[src/rtl/alu_pkg.sv]
// Shared types and constants for the ALU command-side controller (alu_issue_ctrl).
package alu_pkg;

  localparam int unsigned ALU_DATA_W = 13;
  localparam int unsigned OP_W       = 3;
  localparam int unsigned CMD_W      = OP_W + 2 * ALU_DATA_W;

  localparam logic [OP_W-1:0] OP_PASS = 3'b000;
  localparam logic [OP_W-1:0] OP_ADD  = 3'b001;
  localparam logic [OP_W-1:0] OP_SUB  = 3'b010;
  localparam logic [OP_W-1:0] OP_DIV  = 3'b011;
  localparam logic [OP_W-1:0] OP_MOD  = 3'b100;
  localparam logic [OP_W-1:0] OP_GT   = 3'b101;
  localparam logic [OP_W-1:0] OP_SHR  = 3'b110;
  localparam logic [OP_W-1:0] OP_SHL  = 3'b111;

  typedef struct packed {
    logic [OP_W-1:0]       op;
    logic [ALU_DATA_W-1:0] x;
    logic [ALU_DATA_W-1:0] y;
  } alu_cmd_t;

  typedef enum logic [1:0] {
    ST_IDLE = 2'd0,
    ST_WAIT = 2'd1,
    ST_RESP = 2'd2
  } alu_state_t;

  // Division or modulo with a zero divisor.
  function automatic logic is_divz(input alu_cmd_t c);
    return ((c.op == OP_DIV) || (c.op == OP_MOD)) && (c.y == '0);
  endfunction

endpackage

[src/rtl/alu_cmd_fifo.sv]
// Synchronous command FIFO: power-of-two depth, wrapping pointers plus an occupancy count.
module alu_cmd_fifo
  import alu_pkg::*;
#(
  parameter int unsigned DEPTH = 4
) (
  input  logic             aclk,
  input  logic             rst,
  input  logic             i_push,
  input  logic [CMD_W-1:0] i_push_data,
  input  logic             i_pop,
  output logic             o_full,
  output logic             o_empty,
  output logic [CMD_W-1:0] o_head
);

  localparam int unsigned PTR_W = (DEPTH > 1) ? $clog2(DEPTH) : 1;
  localparam int unsigned CNT_W = $clog2(DEPTH + 1);

  logic [CMD_W-1:0] r_mem [DEPTH];
  logic [PTR_W-1:0] r_wr_ptr;
  logic [PTR_W-1:0] r_rd_ptr;
  logic [CNT_W-1:0] r_count;
  logic             w_push;
  logic             w_pop;

  // Full is taken from the registered count, so a same-cycle pop never frees a slot.
  assign o_full  = (r_count == CNT_W'(DEPTH));
  assign o_empty = (r_count == '0);
  assign w_push  = i_push && !o_full;
  assign w_pop   = i_pop && !o_empty;
  assign o_head  = r_mem[r_rd_ptr];

  always_ff @(posedge aclk) begin
    if (rst) begin
      r_wr_ptr <= '0;
      r_rd_ptr <= '0;
      r_count  <= '0;
    end else begin
      if (w_push) r_wr_ptr <= r_wr_ptr + PTR_W'(1);
      if (w_pop)  r_rd_ptr <= r_rd_ptr + PTR_W'(1);
      case ({w_push, w_pop})
        2'b10:   r_count <= r_count + CNT_W'(1);
        2'b01:   r_count <= r_count - CNT_W'(1);
        default: r_count <= r_count;
      endcase
    end
  end

  always_ff @(posedge aclk) begin
    if (w_push) r_mem[r_wr_ptr] <= i_push_data;
  end

endmodule

[src/rtl/alu_issue_ctrl.sv]
// Issues buffered commands to a clocked ALU one at a time and returns tagged results.
// Optional divide/modulo-by-zero short-circuit: define ALU_ISSUE_DIVZ_GUARD_EN.
module alu_issue_ctrl
  import alu_pkg::*;
#(
  parameter int unsigned DATA_W  = ALU_DATA_W,
  parameter int unsigned DEPTH   = 4,
  parameter int unsigned ALU_LAT = 1
) (
  input  logic              aclk,
  input  logic              rst,
  input  logic              cmd_valid,
  output logic              cmd_ready,
  input  logic [OP_W-1:0]   cmd_op,
  input  logic [DATA_W-1:0] cmd_x,
  input  logic [DATA_W-1:0] cmd_y,
  output logic [OP_W-1:0]   alu_opcode,
  output logic [DATA_W-1:0] alu_x,
  output logic [DATA_W-1:0] alu_y,
  input  logic [DATA_W-1:0] alu_result,
  input  logic              alu_status,
  output logic              rsp_valid,
  input  logic              rsp_ready,
  output logic [DATA_W-1:0] rsp_result,
  output logic              rsp_status,
  output logic [OP_W-1:0]   rsp_op,
  output logic              rsp_err
);

  localparam int unsigned CNT_W = $clog2(ALU_LAT + 1);

  alu_state_t       r_state;
  alu_state_t       w_state_nxt;
  logic [CNT_W-1:0] r_cnt;
  logic [CNT_W-1:0] w_cnt_nxt;
  logic             w_full;
  logic             w_empty;
  logic             w_pop;
  logic             w_capture;
  logic             w_rsp_drop;
  logic             w_guard_hit;
  logic [CMD_W-1:0] w_head_vec;
  alu_cmd_t         w_head;
  alu_cmd_t         w_cmd_in;

  logic [OP_W-1:0]   r_alu_opcode;
  logic [DATA_W-1:0] r_alu_x;
  logic [DATA_W-1:0] r_alu_y;
  logic              r_rsp_valid;
  logic [DATA_W-1:0] r_rsp_result;
  logic              r_rsp_status;
  logic [OP_W-1:0]   r_rsp_op;

  assign w_cmd_in  = '{op: cmd_op, x: cmd_x, y: cmd_y};
  assign w_head    = alu_cmd_t'(w_head_vec);
  assign cmd_ready = !rst && !w_full;

  alu_cmd_fifo #(.DEPTH(DEPTH)) u_fifo (
    .aclk        (aclk),
    .rst         (rst),
    .i_push      (cmd_valid),
    .i_push_data (w_cmd_in),
    .i_pop       (w_pop),
    .o_full      (w_full),
    .o_empty     (w_empty),
    .o_head      (w_head_vec)
  );

`ifdef ALU_ISSUE_DIVZ_GUARD_EN
  assign w_guard_hit = is_divz(w_head);
`else
  assign w_guard_hit = 1'b0;
`endif

  always_ff @(posedge aclk) begin
    if (rst) begin
      r_state <= ST_IDLE;
      r_cnt   <= '0;
    end else begin
      r_state <= w_state_nxt;
      r_cnt   <= w_cnt_nxt;
    end
  end

  // Next state; a pop from IDLE or from a RESP handshake always lands in WAIT or RESP.
  always_comb begin
    w_state_nxt = r_state;
    w_cnt_nxt   = r_cnt;
    w_pop       = 1'b0;
    w_capture   = 1'b0;
    w_rsp_drop  = 1'b0;
    case (r_state)
      ST_IDLE: begin
        if (!w_empty) w_pop = 1'b1;
      end
      ST_WAIT: begin
        if (r_cnt != '0) begin
          w_cnt_nxt = r_cnt - CNT_W'(1);
        end else begin
          w_capture   = 1'b1;
          w_state_nxt = ST_RESP;
        end
      end
      ST_RESP: begin
        if (rsp_ready) begin
          w_rsp_drop = 1'b1;
          if (!w_empty) w_pop = 1'b1;
          else          w_state_nxt = ST_IDLE;
        end
      end
      default: w_state_nxt = ST_IDLE;
    endcase
    if (w_pop) begin
      if (w_guard_hit) begin
        w_state_nxt = ST_RESP;
        w_cnt_nxt   = '0;
      end else begin
        w_state_nxt = ST_WAIT;
        w_cnt_nxt   = CNT_W'(ALU_LAT);
      end
    end
  end

  always_ff @(posedge aclk) begin
    if (rst) begin
      r_alu_opcode <= '0;
      r_alu_x      <= '0;
      r_alu_y      <= '0;
      r_rsp_valid  <= 1'b0;
      r_rsp_result <= '0;
      r_rsp_status <= 1'b0;
      r_rsp_op     <= '0;
    end else begin
      if (w_pop) begin
        r_alu_opcode <= w_head.op;
        r_alu_x      <= w_head.x;
        r_alu_y      <= w_head.y;
      end
      if (w_capture) begin
        r_rsp_valid  <= 1'b1;
        r_rsp_result <= alu_result;
        r_rsp_status <= alu_status;
        r_rsp_op     <= r_alu_opcode;
      end else if (w_pop && w_guard_hit) begin
        r_rsp_valid  <= 1'b1;
        r_rsp_result <= '0;
        r_rsp_status <= 1'b1;
        r_rsp_op     <= w_head.op;
      end else if (w_rsp_drop) begin
        r_rsp_valid  <= 1'b0;
      end
    end
  end

`ifdef ALU_ISSUE_DIVZ_GUARD_EN
  logic r_rsp_err;

  always_ff @(posedge aclk) begin
    if (rst) begin
      r_rsp_err <= 1'b0;
    end else if (w_capture) begin
      r_rsp_err <= 1'b0;
    end else if (w_pop && w_guard_hit) begin
      r_rsp_err <= 1'b1;
    end
  end

  assign rsp_err = r_rsp_err;
`else
  assign rsp_err = 1'b0;
`endif

  assign alu_opcode = r_alu_opcode;
  assign alu_x      = r_alu_x;
  assign alu_y      = r_alu_y;
  assign rsp_valid  = r_rsp_valid;
  assign rsp_result = r_rsp_result;
  assign rsp_status = r_rsp_status;
  assign rsp_op     = r_rsp_op;

endmodule

[config.mk]
export PLATFORM = sky130hd
export DESIGN_NAME = alu_issue_ctrl
export DESIGN_NICKNAME = d
export VERILOG_FILES = /design/src/rtl/alu_pkg.sv /design/src/rtl/alu_cmd_fifo.sv /design/src/rtl/alu_issue_ctrl.sv
export SDC_FILE = /design/constraint.sdc
export NUM_CORES = 1
export LEC_CHECK = 0
export ABC_CLOCK_PERIOD_IN_PS = 5700
export BUFFER_PORTS_ARGS = -buffer_cell sky130_fd_sc_hd__buf_2
export CAP_MARGIN = 20
export CORE_AREA = 2 2 172 174
export CTS_BUF_LIST = sky130_fd_sc_hd__clkbuf_4
export CTS_CLUSTER_SIZE = 28
export DETAILED_ROUTE_END_ITERATION = 7
export DIE_AREA = 0 0 174 176
export GPL_ROUTABILITY_DRIVEN = 0
export PLACE_DENSITY_LB_ADDON = 0.05
export SLEW_MARGIN = 20
export SYNTH_ARGS = -nofsm -noshare
export SYNTH_HDL_FRONTEND = slang
export SYNTH_HIERARCHICAL = 1
export SYNTH_SLANG_ARGS = --single-unit
[constraint.sdc]
create_clock -name aclk -period 5.7 [get_ports aclk]
set_input_delay 0.285 -clock aclk [delete_from_list [all_inputs] [get_ports aclk]]
set_output_delay 0.285 -clock aclk [all_outputs]
set_load 0.01 [all_outputs]
=== After elaboration in Yosys (flattened, before gate mapping) ===
Memory sizes are Yosys's and may differ from the RTL's. A register that Yosys moved wholly into a read port is not among the register bits.
Cells that the tools add are included.

* Memories: 1
* Output and inout bits: 49
* ROM bits: 0
* Register bits: 28
* Latch bits: 0
* Input port bits: 47
* Bits in writable memories: 116

{| class="wikitable"
|+ Memories
! name !! words !! width !! read ports !! clocked after Yosys merged registers in !! write ports !! RTL line !! RTL
|-
| u_fifo.r_mem || 4 || 29 || 1 || 1 || 1 || alu_cmd_fifo.sv:20 || <nowiki>logic [CMD_W-1:0] r_mem [DEPTH];</nowiki>
|}

* Add/sub/neg operators: 5
* Shift operators: 0
* Muxes and demuxes: 20
* Bitwise logic cells: 1
* Div/mod/pow operators: 0
* Equal/unequal tests: 12
* $mul: 0
* Reduce and logical (&&, ||, !) cells: 14
* Order comparisons: 0

{| class="wikitable"
|+ Operators by type and width
! kind !! count
|-
| $mux W1 || 14
|-
| $reduce_and A4 Y1 || 2
|-
| $mux W2 || 3
|-
| $ne A3 B2 Y1 const B || 2
|-
| $pmux W2 S3 || 1
|-
| $pmux W3 S2 || 1
|-
| $reduce_bool A2 Y1 || 3
|-
| $add A2 B1 Y2 const B || 2
|-
| $eq A2 B1 Y1 const B || 2
|-
| $eq A2 B2 Y1 const B || 2
|-
| $ne A2 B1 Y1 const B || 2
|-
| $ne A2 B2 Y1 const B || 2
|-
| $add A3 B1 Y3 const B || 1
|-
| $eq A3 B3 Y1 const B || 1
|-
| $logic_and A1 B1 Y1 || 3
|-
| $logic_not A1 Y1 || 3
|-
| $logic_not A3 Y1 || 1
|-
| $ne A3 B1 Y1 const B || 1
|-
| $sub A3 B1 Y3 const B || 1
|-
| $logic_not A2 Y1 || 1
|-
| $pmux W1 S2 || 1
|-
| $reduce_or A2 Y1 || 1
|-
| $not A1 Y1 || 1
|-
| $sub A1 B1 Y1 const B || 1
|}

=== Logic depth before layout (Yosys ltp) ===
* Depth in word-level cells: 7
* Mapped depth: 12
* Depth with buffers taken out: 11

=== Modules after synthesis ===
The synthesis kept the hierarchy.

{| class="wikitable"
|+ By module, submodules not included
! module !! area an instance (µm²) !! instances !! cells an instance
|-
| alu_cmd_fifo || 4668.2 || 1 || 205
|-
| alu_issue_ctrl || 2120.8 || 1 || 203
|}

=== Worst setup path after synthesis ===
Ideal clock, no wire load.

* Path type: flip-flop to flip-flop
* Start: register u_fifo.r_count[0]
* End: register u_fifo.r_count[2]
* Data arrival time: 2.391 ns
* Slack: 3.239 ns
* Data required time: 5.630 ns
* Stages on the path, launching flop included: 13
* Path buffers: 1
* Period minus slack after synthesis: 2.461 ns
* Cell sequence: dfxtp_1 -> nor3_1 -> or3_4 -> inv_6 -> buf_12 -> o31ai_1 -> inv_1 -> ha_1 -> inv_1 -> fa_1 -> xor2_1 -> or3_1 -> a21oi_1

* Cells in the longest elaborated chain, start to end: 7

{| class="wikitable"
|+ RTL lines
! item !! RTL line !! RTL
|-
| from (decl) || alu_cmd_fifo.sv:23 || <nowiki>logic [CNT_W-1:0] r_count;</nowiki>
|-
| from (signal assigned) || alu_cmd_fifo.sv:43 || <nowiki>2'b10: r_count <= r_count + CNT_W'(1);</nowiki>
|-
| from (signal assigned) || alu_cmd_fifo.sv:44 || <nowiki>2'b01: r_count <= r_count - CNT_W'(1);</nowiki>
|-
| from (signal assigned) || alu_cmd_fifo.sv:45 || <nowiki>default: r_count <= r_count;</nowiki>
|-
| $logic_not A3 Y1 * || alu_cmd_fifo.sv:29 || <nowiki>assign o_empty = (r_count == '0);</nowiki>
|-
| named net w_empty || alu_issue_ctrl.sv:37 || <nowiki>logic w_empty;</nowiki>
|-
| $mux W1 || alu_issue_ctrl.sv:94, alu_issue_ctrl.sv:107 ||
|-
| $mux W1 || alu_issue_ctrl.sv:105 || <nowiki>if (rsp_ready) begin</nowiki>
|-
| $pmux W1 S2 || alu_issue_ctrl.sv:92 || <nowiki>case (r_state)</nowiki>
|-
| $logic_and A1 B1 Y1 * || alu_cmd_fifo.sv:31 || <nowiki>assign w_pop = i_pop && !o_empty;</nowiki>
|-
| named net u_fifo.w_pop || alu_cmd_fifo.sv:25 || <nowiki>logic w_pop;</nowiki>
|-
| $eq A2 B1 Y1 / $eq A2 B2 Y1 (equally long branches) || alu_cmd_fifo.sv:42 || <nowiki>case ({w_push, w_pop})</nowiki>
|-
| $pmux W3 S2 / $reduce_bool A2 Y1 (equally long branches) || -- ||
|}

Mark *: on every way through the listed nets, which the timed path passes. The rest lies on a longest branch.
A chain may end at the register's enable or synchronous reset.

=== Final worst setup path ===
Same ends and word-level chain as after synthesis.

==> flow_summary.ini <==
[die]
rows = 62
start_util_pct = 23.78
die_w_um = 174
coreArea_mm2 = 0.02855
pin_count = 96
die_area_mm2 = 0.03062
dieHeight_um = 176

[timing]
fin_tns_setup_ps = 0
slew_violations = 0
hold_viol_final = 0
hold_ws_ps = 119.1
tightest_slew_ps = 1007
setup_viol = 0
rsz0062_at_grt = false
finalCritPeriodShare_pct = 52.18
finClkSkew_ps = 22.13
timing.fmax_mhz = 336.2
fin_crit_ps = 2974
setup_ws_ps = 2726
max_slew_margin_pct = 32.85

[drt]
wl_um = 14480
ant_nets = 0
highest_layer = met4
wl_met1_um = 6778
vias_per_cell = 3.900
wl_met2_um = 6929
drc = 0
initialDrtViolationCount = 206
avgRoutedWirePerCell_um = 15.34
drtPass1Iterations = 4
routed-wl-met3_um = 590
vias = 3682

[layout]
layout-drive-gt1-share_pct = 29.98
instances_no_fill = 944
nets = 597
layout.cells.most_common = edfxtp_1
syn_to_final_growth_pct = 24.03
final_cell_mix = edfxtp_1, buf_2, nand2b_1

[logic_synthesis]
synth_area_per_cell_um2 = 16.64
yosysTopAreaCell = edfxtp_1
ys_types = 32
synth-main-ff-cell = edfxtp_1
synth_warnings = 6
ys_ff_latch = 175
synthArstFlopShare_pct = 0
synth_enable_flop_cells = 116
ys_top_cells_by_area = edfxtp_1, dfxtp_1, mux4_2
syn-num-nets = 461
syn_inst = 408
synth-seq-area-share_pct = 68.71
syn-cell-area_mm2 = 0.006789
yosysTopAreaCellShare_pct = 51.31

[grt]
grt_pass1_vias = 3899
grt_max_degree = 90
grt_overflow = 0
antenna_found_initial = 2
grt_usage_pct = 9.892
grt_pass1_wl_um = 22600

[pwr]
total_power_mw = 3.464
p_comb_share_pct = 25.6
p_sw_mw = 1.035
p_leak_nw = 3.002
p_sw_share_pct = 29.87
powerDensity_mw_per_mm2 = 411.4
intPower_mw = 2.429
p_clk_share_pct = 26.1
p_seq_share_pct = 48.3
peakVddDrop_v = 0.0001820

[placed_design]
pre_cts_ws_ps = 2761
io_buffers = 94
dp_cells = 866
post-dp-hpwl_um = 8141

[flow_run]
maxCapViolCount = 0

[clock_tree]
clockBufferDepth = 2
cts_setup_buffers = 0
cts_tree = built
clock_latency_ps = 540
clkTransAtPathRegs_ps = 150
htree_levels = 4
cts_buffers = 17
cts_root_buffer = clkbuf_4
clock-sinks = 175

[run_status]
status = finished, final reports clean

[setup_path]
worstSetupStartpointType = flip-flop
cp.arrival_ps = 3430
critPathCaptureType = flip-flop
crit_path_max_fanout = 31
critPathKind = flip-flop to flip-flop
critPathRequiredTime_ps = 6160

[min_path]
min_path_type = input pin to flip-flop
==> critical path, stage by stage (launching register included) <==
cell and delay [ps]:
dfxtp_1 470, nor3_1 120, or3_4 410, inv_6 340, o31ai_1 210, inv_1 110, ha_1 190, inv_1 60
fa_1 370, xor2_1 160, or3_1 300, a21oi_1 150
==> flip-flops by register name, indices dropped and copies added, names as in the netlist, named ones only <==
register / count
u_fifo/r_mem: 116
alu_x: 13
alu_y: 13
rsp_result: 13
alu_opcode: 3
rsp_op: 3
u_fifo/r_count: 3
r_state: 2
u_fifo/r_rd_ptr: 2
u_fifo/r_wr_ptr: 2
r_cnt: 1
rsp_status: 1
rsp_valid: 1
==> what timing repair did <==
| action | CTS | global route |
|---|---|---|
| endpoints found under the hold margin | 130 | 0 |
| hold buffers | 43 | 0 |
| gates resized for setup | 0 | 0 |
==> worst paths after layout <==
check	from	endpoint	slack, ps	cells past startpoint
min reg2reg	alu_y[5]	alu_y[5]	480	2
max reg2reg	u_fifo/r_count[0]	u_fifo/r_count[2]	2730	11
max	u_fifo/r_count[0]	u_fifo/r_count[2]	2730	11
min	rsp_ready	r_state[1]	120	4
==> routing by layer <==
layer	GRT usage (%)	vias to the layer above
met5	0	-
met4	2.801	0
met3	2.907	9
met2	16.62	84
met1	12.42	1813
li1	-	1776
==> cell type report <==
type | count | area [um2]
fillers | 2929 | 20130
flip-flops and latches | 175 | 4667
multi-input cells | 201 | 1916
repair buffers | 139 | 918.4
well taps | 384 | 480.5
clock inverters | 14 | 254.0
clock buffers | 18 | 135.1
inverters | 10 | 42.54
diodes | 3 | 7.507
==> synth_stat cells, types with 3 or more instances <==
cell type  count
mux4_2        28
ha_1           5
clkbuf_1       9
xor2_1         3
and2_1         4
buf_4          3
or3_1          3
nor2_1        26
dfxtp_1       59
buf_2          3
mux2i_1       47
buf_12         4
o21ai_0        4
inv_1          9
a21oi_1        7
nand2b_1      60
edfxtp_1     116
==> power groups by stage <==
stage	Combinational, mW	Sequential, mW	Clock, mW
2_1_floorplan	0.644	1.72	0
3_3_place_gp	0.883	1.70	0
3_5_place_dp	0.891	1.71	0
4_1_cts	0.918	1.68	0.950
5_1_grt	0.988	1.70	1.00
6_report	0.886	1.67	0.905
==> through the flow <==
stage / util [%] / cell area [um2]
after floorplan: - / 6789
after global placement: 26.60 / 7594
after detailed placement: 26.60 / 7594
after CTS: 29.47 / 8413
after global routing: 29.49 / 8418
final: 29.50 / 8421
==> cells by family after synthesis <==
group | count (synthesis) | share of synthesized area (%)
other cells | 1 | 0.05524
simple gates | 101 | 8.643
mux | 76 | 16.61
buf+inv | 32 | 3.243
compound gates | 14 | 1.143
flops | 175 | 68.71
fa+ha+maj | 6 | 1.216
xor+xnor | 3 | 0.3871
No activity file was read; power rests on OpenSTA's default activity.
